[src/rtl/wb_timer_pkg.sv]
// Shared definitions for the Wishbone timer: register map, bit positions, widths.
// Used by wb_timer, its bus interface and the optional prescaler.
package wb_timer_pkg;

    localparam int CNT_W   = 32;
    localparam int PRESC_W = 8;
    localparam int LANES   = CNT_W / 8;

    typedef enum logic [1:0] {
        REG_CTRL    = 2'd0,
        REG_COUNT   = 2'd1,
        REG_COMPARE = 2'd2,
        REG_STATUS  = 2'd3
    } reg_sel_e;

    localparam int CTRL_EN_BIT       = 0;
    localparam int CTRL_AUTO_CLR_BIT = 1;
    localparam int CTRL_IRQ_EN_BIT   = 2;
    localparam int CTRL_PRESC_LSB    = 8;

    localparam int STAT_MATCH_BIT = 0;
    localparam int STAT_OVF_BIT   = 1;

    localparam logic [CNT_W-1:0] COMPARE_RST = '1;

endpackage

[src/rtl/wb_timer_if.sv]
// Wishbone B3 classic slave bus bundle for wb_timer (master drives, slave answers).
interface wb_timer_if;
    import wb_timer_pkg::*;

    logic [3:0]       wb_adr_i;
    logic [CNT_W-1:0] wb_dat_i;
    logic [3:0]       wb_sel_i;
    logic             wb_we_i;
    logic             wb_cyc_i;
    logic             wb_stb_i;
    logic [CNT_W-1:0] wb_dat_o;
    logic             wb_ack_o;

    modport master (
        output wb_adr_i, wb_dat_i, wb_sel_i, wb_we_i, wb_cyc_i, wb_stb_i,
        input  wb_dat_o, wb_ack_o
    );

    modport slave (
        input  wb_adr_i, wb_dat_i, wb_sel_i, wb_we_i, wb_cyc_i, wb_stb_i,
        output wb_dat_o, wb_ack_o
    );

endinterface

[src/rtl/wb_timer_prescaler.sv]
// Tick divider: counts 0..reload and pulses tick on the reload value, i.e. every reload+1 cycles.
// Only instantiated when WB_TIMER_PRESCALER_EN is defined.
module wb_timer_prescaler
    import wb_timer_pkg::*;
#(
    parameter int W = PRESC_W
) (
    input  logic         clk,
    input  logic         reset,
    input  logic         en,
    input  logic [W-1:0] reload,
    input  logic         restart,
    output logic         tick
);

    logic [W-1:0] cnt_reg;

    assign tick = en & (cnt_reg == reload);

    always_ff @(posedge clk) begin
        if (reset || restart) begin
            cnt_reg <= '0;
        end else if (en) begin
            cnt_reg <= tick ? '0 : cnt_reg + W'(1);
        end
    end

endmodule

[src/rtl/wb_timer.sv]
// Wishbone B3 timer/compare slave: 32-bit up-counter, MATCH/OVF flags, level irq on MATCH.
// Optional per-tick prescaler enabled by defining WB_TIMER_PRESCALER_EN.
module wb_timer
    import wb_timer_pkg::*;
(
    input  logic      wb_clk_i,
    input  logic      wb_rst_i,
    wb_timer_if.slave wb,
    output logic      irq_o
);

    logic               ack_reg;
    logic [CNT_W-1:0]   dat_o_reg;
    logic               en_reg;
    logic               auto_clr_reg;
    logic               irq_en_reg;
    logic [CNT_W-1:0]   count_reg;
    logic [CNT_W-1:0]   compare_reg;
    logic               match_reg;
    logic               ovf_reg;
    logic [PRESC_W-1:0] prescale_val;

    logic             req;
    logic             wr_commit;
    reg_sel_e         reg_sel;
    logic             wr_ctrl, wr_count, wr_compare, wr_status;
    logic [CNT_W-1:0] count_merge, compare_merge;
    logic             tick;
    logic             count_adv, count_hit;
    logic [CNT_W-1:0] count_next;
    logic             match_set, ovf_set, match_clr, ovf_clr;
    logic [CNT_W-1:0] ctrl_rd, status_rd, rd_data;
    logic             unused_adr;

    assign req        = wb.wb_cyc_i & wb.wb_stb_i;
    // A write lands only if the master is still requesting when the ack goes out.
    assign wr_commit  = ack_reg & req & wb.wb_we_i;
    assign reg_sel    = reg_sel_e'(wb.wb_adr_i[3:2]);
    assign wr_ctrl    = wr_commit & (reg_sel == REG_CTRL);
    assign wr_count   = wr_commit & (reg_sel == REG_COUNT);
    assign wr_compare = wr_commit & (reg_sel == REG_COMPARE);
    assign wr_status  = wr_commit & (reg_sel == REG_STATUS);
    assign unused_adr = ^wb.wb_adr_i[1:0];

    genvar gi;
    generate
        for (gi = 0; gi < LANES; gi++) begin : g_lane
            assign count_merge[gi*8 +: 8]   = wb.wb_sel_i[gi] ? wb.wb_dat_i[gi*8 +: 8] : count_reg[gi*8 +: 8];
            assign compare_merge[gi*8 +: 8] = wb.wb_sel_i[gi] ? wb.wb_dat_i[gi*8 +: 8] : compare_reg[gi*8 +: 8];
        end
    endgenerate

`ifdef WB_TIMER_PRESCALER_EN
    logic [PRESC_W-1:0] prescale_reg;
    logic               presc_restart;

    assign presc_restart = wr_count | (wr_ctrl & wb.wb_sel_i[1]);
    assign prescale_val  = prescale_reg;

    always_ff @(posedge wb_clk_i) begin
        if (wb_rst_i) begin
            prescale_reg <= '0;
        end else if (wr_ctrl && wb.wb_sel_i[1]) begin
            prescale_reg <= wb.wb_dat_i[CTRL_PRESC_LSB +: PRESC_W];
        end
    end

    wb_timer_prescaler #(.W(PRESC_W)) u_prescaler (
        .clk     (wb_clk_i),
        .reset   (wb_rst_i),
        .en      (en_reg),
        .reload  (prescale_reg),
        .restart (presc_restart),
        .tick    (tick)
    );
`else
    assign prescale_val = '0;
    assign tick         = en_reg;
`endif

    // A bus write to COUNT pre-empts the tick entirely, including its flag side effects.
    assign count_adv  = tick & ~wr_count;
    assign count_hit  = (count_reg == compare_reg);
    assign count_next = (count_hit & auto_clr_reg) ? '0 : count_reg + CNT_W'(1);
    assign match_set  = count_adv & count_hit;
    assign ovf_set    = count_adv & (count_reg == '1) & ~(count_hit & auto_clr_reg);
    assign match_clr  = wr_status & wb.wb_sel_i[0] & wb.wb_dat_i[STAT_MATCH_BIT];
    assign ovf_clr    = wr_status & wb.wb_sel_i[0] & wb.wb_dat_i[STAT_OVF_BIT];

    always_comb begin
        ctrl_rd                                  = '0;
        ctrl_rd[CTRL_EN_BIT]                     = en_reg;
        ctrl_rd[CTRL_AUTO_CLR_BIT]               = auto_clr_reg;
        ctrl_rd[CTRL_IRQ_EN_BIT]                 = irq_en_reg;
        ctrl_rd[CTRL_PRESC_LSB +: PRESC_W]       = prescale_val;
        status_rd                                = '0;
        status_rd[STAT_MATCH_BIT]                = match_reg;
        status_rd[STAT_OVF_BIT]                  = ovf_reg;
        rd_data                                  = '0;
        case (reg_sel)
            REG_CTRL:    rd_data = ctrl_rd;
            REG_COUNT:   rd_data = count_reg;
            REG_COMPARE: rd_data = compare_reg;
            REG_STATUS:  rd_data = status_rd;
            default:     rd_data = '0;
        endcase
    end

    always_ff @(posedge wb_clk_i) begin
        if (wb_rst_i) begin
            ack_reg      <= 1'b0;
            dat_o_reg    <= '0;
            en_reg       <= 1'b0;
            auto_clr_reg <= 1'b0;
            irq_en_reg   <= 1'b0;
            count_reg    <= '0;
            compare_reg  <= COMPARE_RST;
            match_reg    <= 1'b0;
            ovf_reg      <= 1'b0;
        end else begin
            ack_reg <= req & ~ack_reg;
            if (req && !ack_reg) begin
                dat_o_reg <= rd_data;
            end
            if (wr_ctrl && wb.wb_sel_i[0]) begin
                en_reg       <= wb.wb_dat_i[CTRL_EN_BIT];
                auto_clr_reg <= wb.wb_dat_i[CTRL_AUTO_CLR_BIT];
                irq_en_reg   <= wb.wb_dat_i[CTRL_IRQ_EN_BIT];
            end
            if (wr_compare) begin
                compare_reg <= compare_merge;
            end
            if (wr_count) begin
                count_reg <= count_merge;
            end else if (tick) begin
                count_reg <= count_next;
            end
            // Set beats a simultaneous write-1-to-clear.
            match_reg <= match_set | (match_reg & ~match_clr);
            ovf_reg   <= ovf_set | (ovf_reg & ~ovf_clr);
        end
    end

    assign wb.wb_ack_o = ack_reg;
    assign wb.wb_dat_o = dat_o_reg;
    assign irq_o       = irq_en_reg & match_reg;

endmodule

[src/flat_wrapper.sv]
// flat-port wrapper written by rule: the top's interface ports become plain ports
module wb_timer_flat import wb_timer_pkg::*;
  (wb_clk_i, wb_rst_i, irq_o, wb_wb_adr_i, wb_wb_dat_i, wb_wb_sel_i, wb_wb_we_i, wb_wb_cyc_i, wb_wb_stb_i, wb_wb_dat_o, wb_wb_ack_o);
  wb_timer_if wb_i ();
  input  logic wb_clk_i;
  input  logic wb_rst_i;
  output logic irq_o;
  input wire logic [$bits(wb_i.wb_adr_i)-1:0] wb_wb_adr_i;
  input wire logic [$bits(wb_i.wb_dat_i)-1:0] wb_wb_dat_i;
  input wire logic [$bits(wb_i.wb_sel_i)-1:0] wb_wb_sel_i;
  input wire logic [$bits(wb_i.wb_we_i)-1:0] wb_wb_we_i;
  input wire logic [$bits(wb_i.wb_cyc_i)-1:0] wb_wb_cyc_i;
  input wire logic [$bits(wb_i.wb_stb_i)-1:0] wb_wb_stb_i;
  output wire logic [$bits(wb_i.wb_dat_o)-1:0] wb_wb_dat_o;
  output wire logic [$bits(wb_i.wb_ack_o)-1:0] wb_wb_ack_o;
  assign wb_i.wb_adr_i = wb_wb_adr_i;
  assign wb_i.wb_dat_i = wb_wb_dat_i;
  assign wb_i.wb_sel_i = wb_wb_sel_i;
  assign wb_i.wb_we_i = wb_wb_we_i;
  assign wb_i.wb_cyc_i = wb_wb_cyc_i;
  assign wb_i.wb_stb_i = wb_wb_stb_i;
  assign wb_wb_dat_o = wb_i.wb_dat_o;
  assign wb_wb_ack_o = wb_i.wb_ack_o;
  wb_timer u_core (.wb_clk_i(wb_clk_i), .wb_rst_i(wb_rst_i), .wb(wb_i), .irq_o(irq_o));
endmodule
[config.mk]
export PLATFORM = sky130hd
export DESIGN_NAME = wb_timer_flat
export DESIGN_NICKNAME = d
export VERILOG_FILES = /design/src/rtl/wb_timer_pkg.sv /design/src/rtl/wb_timer_if.sv /design/src/rtl/wb_timer_prescaler.sv /design/src/rtl/wb_timer.sv /design/src/flat_wrapper.sv
export SDC_FILE = /design/constraint.sdc
export NUM_CORES = 1
export LEC_CHECK = 0
export CORE_ASPECT_RATIO = 0.75
export CORE_UTILIZATION = 64
export DETAILED_ROUTE_END_ITERATION = 7
export DONT_BUFFER_PORTS = 1
export GPL_ROUTABILITY_DRIVEN = 0
export PLACE_DENSITY = 0.8
export SYNTH_ARGS = -nofsm -noshare
export SYNTH_HDL_FRONTEND = slang
export SYNTH_SLANG_ARGS = --single-unit
[constraint.sdc]
create_clock -name wb_clk_i -period 2.9 [get_ports wb_clk_i]
set_clock_uncertainty 0.15 [all_clocks]
set_input_delay 0.435 -clock wb_clk_i [delete_from_list [all_inputs] [get_ports wb_clk_i]]
set_output_delay 0.435 -clock wb_clk_i [all_outputs]
set_load 0.1 [all_outputs]
==> Yosys cells after proc, flatten, opt, wreduce, memory -nomap -nowiden <==
Cells that the tools add are included.
{ "word_totals": {"regBits": 102, "in_bits": 45, "out_inout_bits": 34, "elab_cells": 72} }
{ "op_classes": {"add_sub_neg": 1, "eq_ne": 9, "mux": 8, "bitwise": 26, "reduce_logical": 13} }
{ "ops": {"columns": ["op", "count"], "rows": [
  ["case mux 32 bit (4 select lines)", 1],
  ["2-to-1 mux 32 bit", 3],
  ["adder 32 x 1 -> 32 bit (second input constant)", 1],
  ["equality test 32 bit", 1],
  ["equality test 32 bit (second input constant)", 1],
  ["2-to-1 mux 8 bit", 4],
  ["AND 1 bit", 19],
  ["AND reduction 2 bit", 8],
  ["!= test 2 bit (second input constant)", 4],
  ["inverter 1 bit", 5],
  ["equality test 2 bit (second input constant)", 2],
  ["equality test 2 x 1 -> 1 bit (second input constant)", 1],
  ["logical AND 1 bit", 2],
  ["logical NOT 2 bit", 1],
  ["OR 1 bit", 2],
  ["nonzero test 2 bit", 1],
  ["logical NOT 1 bit", 1]
]} }

==> Depth between registers and ports, before layout <==
{ "depth": {"depth_word": 9, "mapped_depth": 9, "mapped_depth_nobuf": 7} }

==> Worst setup path after synthesis <==
No wires, ideal clock.
{ "synth_path": {"path_type": "register to register", "from": "reg u_core.ack_reg (netlist: u_core.wb.wb_ack_o)", "to": "reg u_core.count_reg[11]", "setup_ns": 0.131, "arrival_ns": 2.402, "required_time_ns": 2.619, "path_slack_ns": 0.217, "path_stages_with_launch": 9, "n_path_buf": 2, "synth_period_minus_slack_ns": 2.683, "path_cell_list": "dfxtp_1 -> and4_1 -> clkbuf_1 -> a21boi_2 -> a21oi_1 -> clkbuf_1 -> nor3_1 -> o211ai_1 -> a31oi_1"} }
{ "synth_via": {"elab_chain_cells": 5, "word_cells_on_any_way": 7, "cone_classes": "eq/ne: 1; mux: 1; bitwise: 3; reduce/logical: 2"} }
{ "synth_lines": {"columns": ["item", "line_no", "source"], "rows": [
  ["from (decl)", "wb_timer.sv:12", "logic ack_reg;"],
  ["from (signal assigned)", "wb_timer.sv:121", "ack_reg <= req & ~ack_reg;"],
  ["AND 1 bit (*) (2 in a row)", "wb_timer.sv:37", "assign wr_commit = ack_reg & req & wb.wb_we_i;"],
  ["AND 1 bit (*)", "wb_timer.sv:40", "assign wr_count = wr_commit & (reg_sel == REG_COUNT);"],
  ["!= test 2 bit (no line) or nonzero test 2 bit (tied branches)", null, null],
  ["AND reduction 2 bit (no line)", null, null],
  ["to (signal assigned)", "wb_timer.sv:134", "count_reg <= count_merge;"],
  ["to (signal assigned)", "wb_timer.sv:136", "count_reg <= count_next;"],
  ["to (decl)", "wb_timer.sv:17", "logic [CNT_W-1:0] count_reg;"]
]} }
Mark *: on every way between the ends. The rest lies on a longest branch, timed or not.
A chain may end at the register's enable or synchronous reset.

==> Worst setup path in the final report <==
{ "layout_path": {"from": "reg u_core.count_reg[0]", "to": "reg u_core.count_reg[24]"} }
{ "layout_via": {"elab_chain_cells": 5, "word_cells_on_any_way": 6, "cone_classes": "add/sub: 1; eq/ne: 1; mux: 3; bitwise: 1"} }
{ "layout_lines": {"columns": ["item", "line_no", "source"], "rows": [
  ["parallel branches: the longest is 2 deep, another holds adder 32 x 1 -> 32 bit", null, null],
  ["2-to-1 mux 32 bit (*)", "wb_timer.sv:84", "assign count_next = (count_hit & auto_clr_reg) ? '0 : count_reg + CNT_W'(1);"],
  ["2-to-1 mux 32 bit (*)", "wb_timer.sv:135", "end else if (tick) begin"],
  ["2-to-1 mux 32 bit (*)", "wb_timer.sv:133", "if (wr_count) begin"]
]} }
Mark *: on every way between the ends. The select of a mux whose other input is x is not followed.

==> metrics.txt <==
status=finished, violations left; failing checks=design-rule violations; R2R setup slack=0.17 ns; FP Rows=29; WL final=around 17000 µm; crit path DAT=2.85 ns; ant diodes=0; adder-cell area share of the yosys netlist=0.219%; period utilization=94.2%; Post-synth EDFFs=0; post-detailed-route wirelength per cell=19.8 µm; largest net degree at the start of global routing=71; RSZ-0062 raised after global routing=false; combinational power share=between 10% and 20%; Hold Startpoint=wb_rst_i; Post-Layout Cell Count=around 840; crit-path leading delay family=simple AND/OR/NAND/NOR gates; power per standard cell area=514 nW/µm²; Crit. Startpoint=u_core.count_reg[0]; synthesized area per cell=7.79 µm²; worst-path cell chain=ha_1 -> nand4_1 -> nor2_1 -> nand2_1 -> or4_1 -> a21bo_2 -> a31oi_1; Synth async-reset ratio=0%; Post-Synth Simple-Gate Area=~28%; Switch Pwr=888 µW; Crit-path slowest cell=or4_1; Skew-Pair Late Insertion Delay=between 0.3 and 0.4 ns; Seq pwr share=50.1%; H-tree levels=3; First-pass DRT Iterations=8; Syn. warnings=0; f_max=around 370 MHz; most used routing layer=met2; via count=5754; post-CTS sizing=0; Int Power=roughly 2.3 mW; Initial Utilization=66.8%; vias in the first global route=5157; Final Setup Violations=0; Synth cell types=63; met3 Resource Use GR=10.0%; WHS Path Cells=1; Port Buffers=0; register area share after synthesis=35.7%; worst rel slew slack=31.2%; hpwl dp=11900 µm; Root Driver=clkbuf_16; CP Capture Type=flip-flop; number of primary I/O pins=between 70 and 80; Post-Route Setup TNS=0 ns; clock share of power=38.4%; Crit Path Max Fanout=7; Synth Area in XOR/XNOR=4.90%; top_reg_cell synth=dfxtp_1; R2R cell count=7; worst reg2reg endpoint=u_core.count_reg[24]; Post-route DRC=20; CP required=3.02 ns; mux contribution to synthesized area=between 2 and 3%; Startpoint Class=flip-flop; area grow syn2layout=7.70%; synthesized cell area=5720 µm²; pins over their slew limit=0; die width=111 µm; CTS buffer count=9; cell count after placement=822; M1 GR Usage=51.1%; Hold Vio Cnt, Final=0; Mapped Cells=734; CTS tree=built; postcts setup bufs=0; commonest cells after routing, fill and taps aside=nand2_1, dfxtp_1, nand3_1; LEAKAGE=2.21 nW; clk sink count=102; vias per inst=6.87; # hold bufs at CTS=0; largest family of logic cells by synthesized area=simple AND/OR/NAND/NOR gates; antenna violations before repair=0; syn nets=about 800; worst vdd ir=approximately 440 µV; worst-margin pin slew=roughly 1.0 ns; Worst-path clk slew=0.07 ns; Layout Nets=771; sw frac=about 28%; worst min-delay path category=input port to flip-flop; Place WS=0.293 ns; first-pass GRT wire length=around 26000 µm; Compound-Gate Fraction of Synth Area=21.2%; Hold Path Sink=u_core.wb.wb_dat_o[13]; Max Cap Viol=0; Final min period=between 2 and 3 ns; fin worst setup slack=0.167 ns; Starting DRT DRC Count=about 950; Core Region=8560 µm²; Fillers=684; Max clock buf depth=2; kind of critical path=flip-flop to flip-flop; slowest stage delay, CP=0.53 ns; grt ovf=0; DRT antenna net count=0; most common cell after layout, fill and taps aside=nand2_1; met2 usage=52.8%; crit path buf inv count=0; die area=9320 µm²; share of cells above drive strength 1=11.8%; Synth Register Bits=102; Reg-to-Reg Start=u_core.count_reg[0]; Die Ht=83.9 µm; GRT Total Usage=a little over a third; WP depth=7
==> logic make-up after synthesis <==
group	after synthesis
AO/OA/AOI/OAI	177
XOR/XNOR	32
adder cells (fa/ha/maj)	1
buffers and inverters	76
flip-flops	102
multiplexers	13
AND/OR/NAND/NOR	333
==> power by group through the flow <==
stage                     registers (mW)  logic [mW]  clock network, mW
after floorplan                     1.71       0.210                  0
after global placement              1.61       0.352                  0
after detailed placement            1.62       0.357                  0
after CTS                           1.59       0.359               1.23
after global routing                1.59       0.386               1.28
final                               1.59       0.362               1.22
==> layer usage <==
layer  share of wire [%]  vias to the layer above
met5                   0                        -
met4                 2.6                        0
met3                  14                       53
met2                  42                      399
met1                  42                     2652
li1                    -                     2650
==> Yosys cell counts (all sizes together), types with 2 or more instances <==
master,count,share of area (%)
o211ai,4,0.53
o31ai,6,0.79
nand2,119,7.9
nand3,72,6.6
a311oi,2,0.31
a22o,2,0.31
a221oi,3,0.46
nor2b,3,0.33
clkbuf,56,4.9
a32oi,3,0.46
a21oi,27,2.4
a31oi,18,2.0
buf,10,1.2
a41oi,2,0.31
nand2b,2,0.22
nor4,10,1.4
and2,9,1.0
a21o,6,0.79
mux2,3,0.59
and3,9,1.0
nor4b,2,0.31
inv,8,0.53
mux4,2,0.85
nor2,55,3.7
nor3,21,1.8
o21a,3,0.39
a211oi,33,4.3
nand4,22,2.4
xnor2,32,4.9
o21ai,23,2.0
a22oi,33,4.3
mux2i,8,1.4
or4,3,0.46
dfxtp,102,36
and4,5,0.81
a21boi,6,0.85
==> worst max-delay path by stage <==
stage                                 to  slack (ns)
CTS                 u_core.count_reg[24]        0.29
global route        u_core.count_reg[26]        0.07
detailed placement  u_core.count_reg[24]        0.29
floorplan           u_core.count_reg[11]        0.22
global placement    u_core.count_reg[29]        0.41
finish              u_core.count_reg[24]        0.17
==> stage by stage <==
stage / cell area, µm² / util (%) / hold WS, ns / power (mW)
after floorplan: 5720 / - / 0.279 / 1.92
after global placement: 5860 / 68.4 / 0.283 / 1.97
after detailed placement: 5860 / 68.4 / 0.301 / 1.97
after CTS: 6160 / 71.9 / 0.00683 / 3.17
after global routing: 6160 / 71.9 / 0.0000702 / 3.26
final: 6160 / 71.9 / 0.00786 / 3.17
==> layout make-up <==
| cell class | count | area [µm²] | share of cell area, % |
|---|---|---|---|
| Clock buffer | 13 | 260 | 4.23 |
| Multi-Input combinational cell | 556 | 3290 | 53.4 |
| Sequential cell | 102 | 2040 | 33.2 |
| Inverter | 8 | 30.0 | 0.488 |
| Clock inverter | 3 | 42.5 | 0.691 |
| Tap cell | 108 | 135 | 2.19 |
| Timing Repair Buffer | 48 | 360 | 5.85 |
Note: power is estimated with default switching activity, not from simulation.
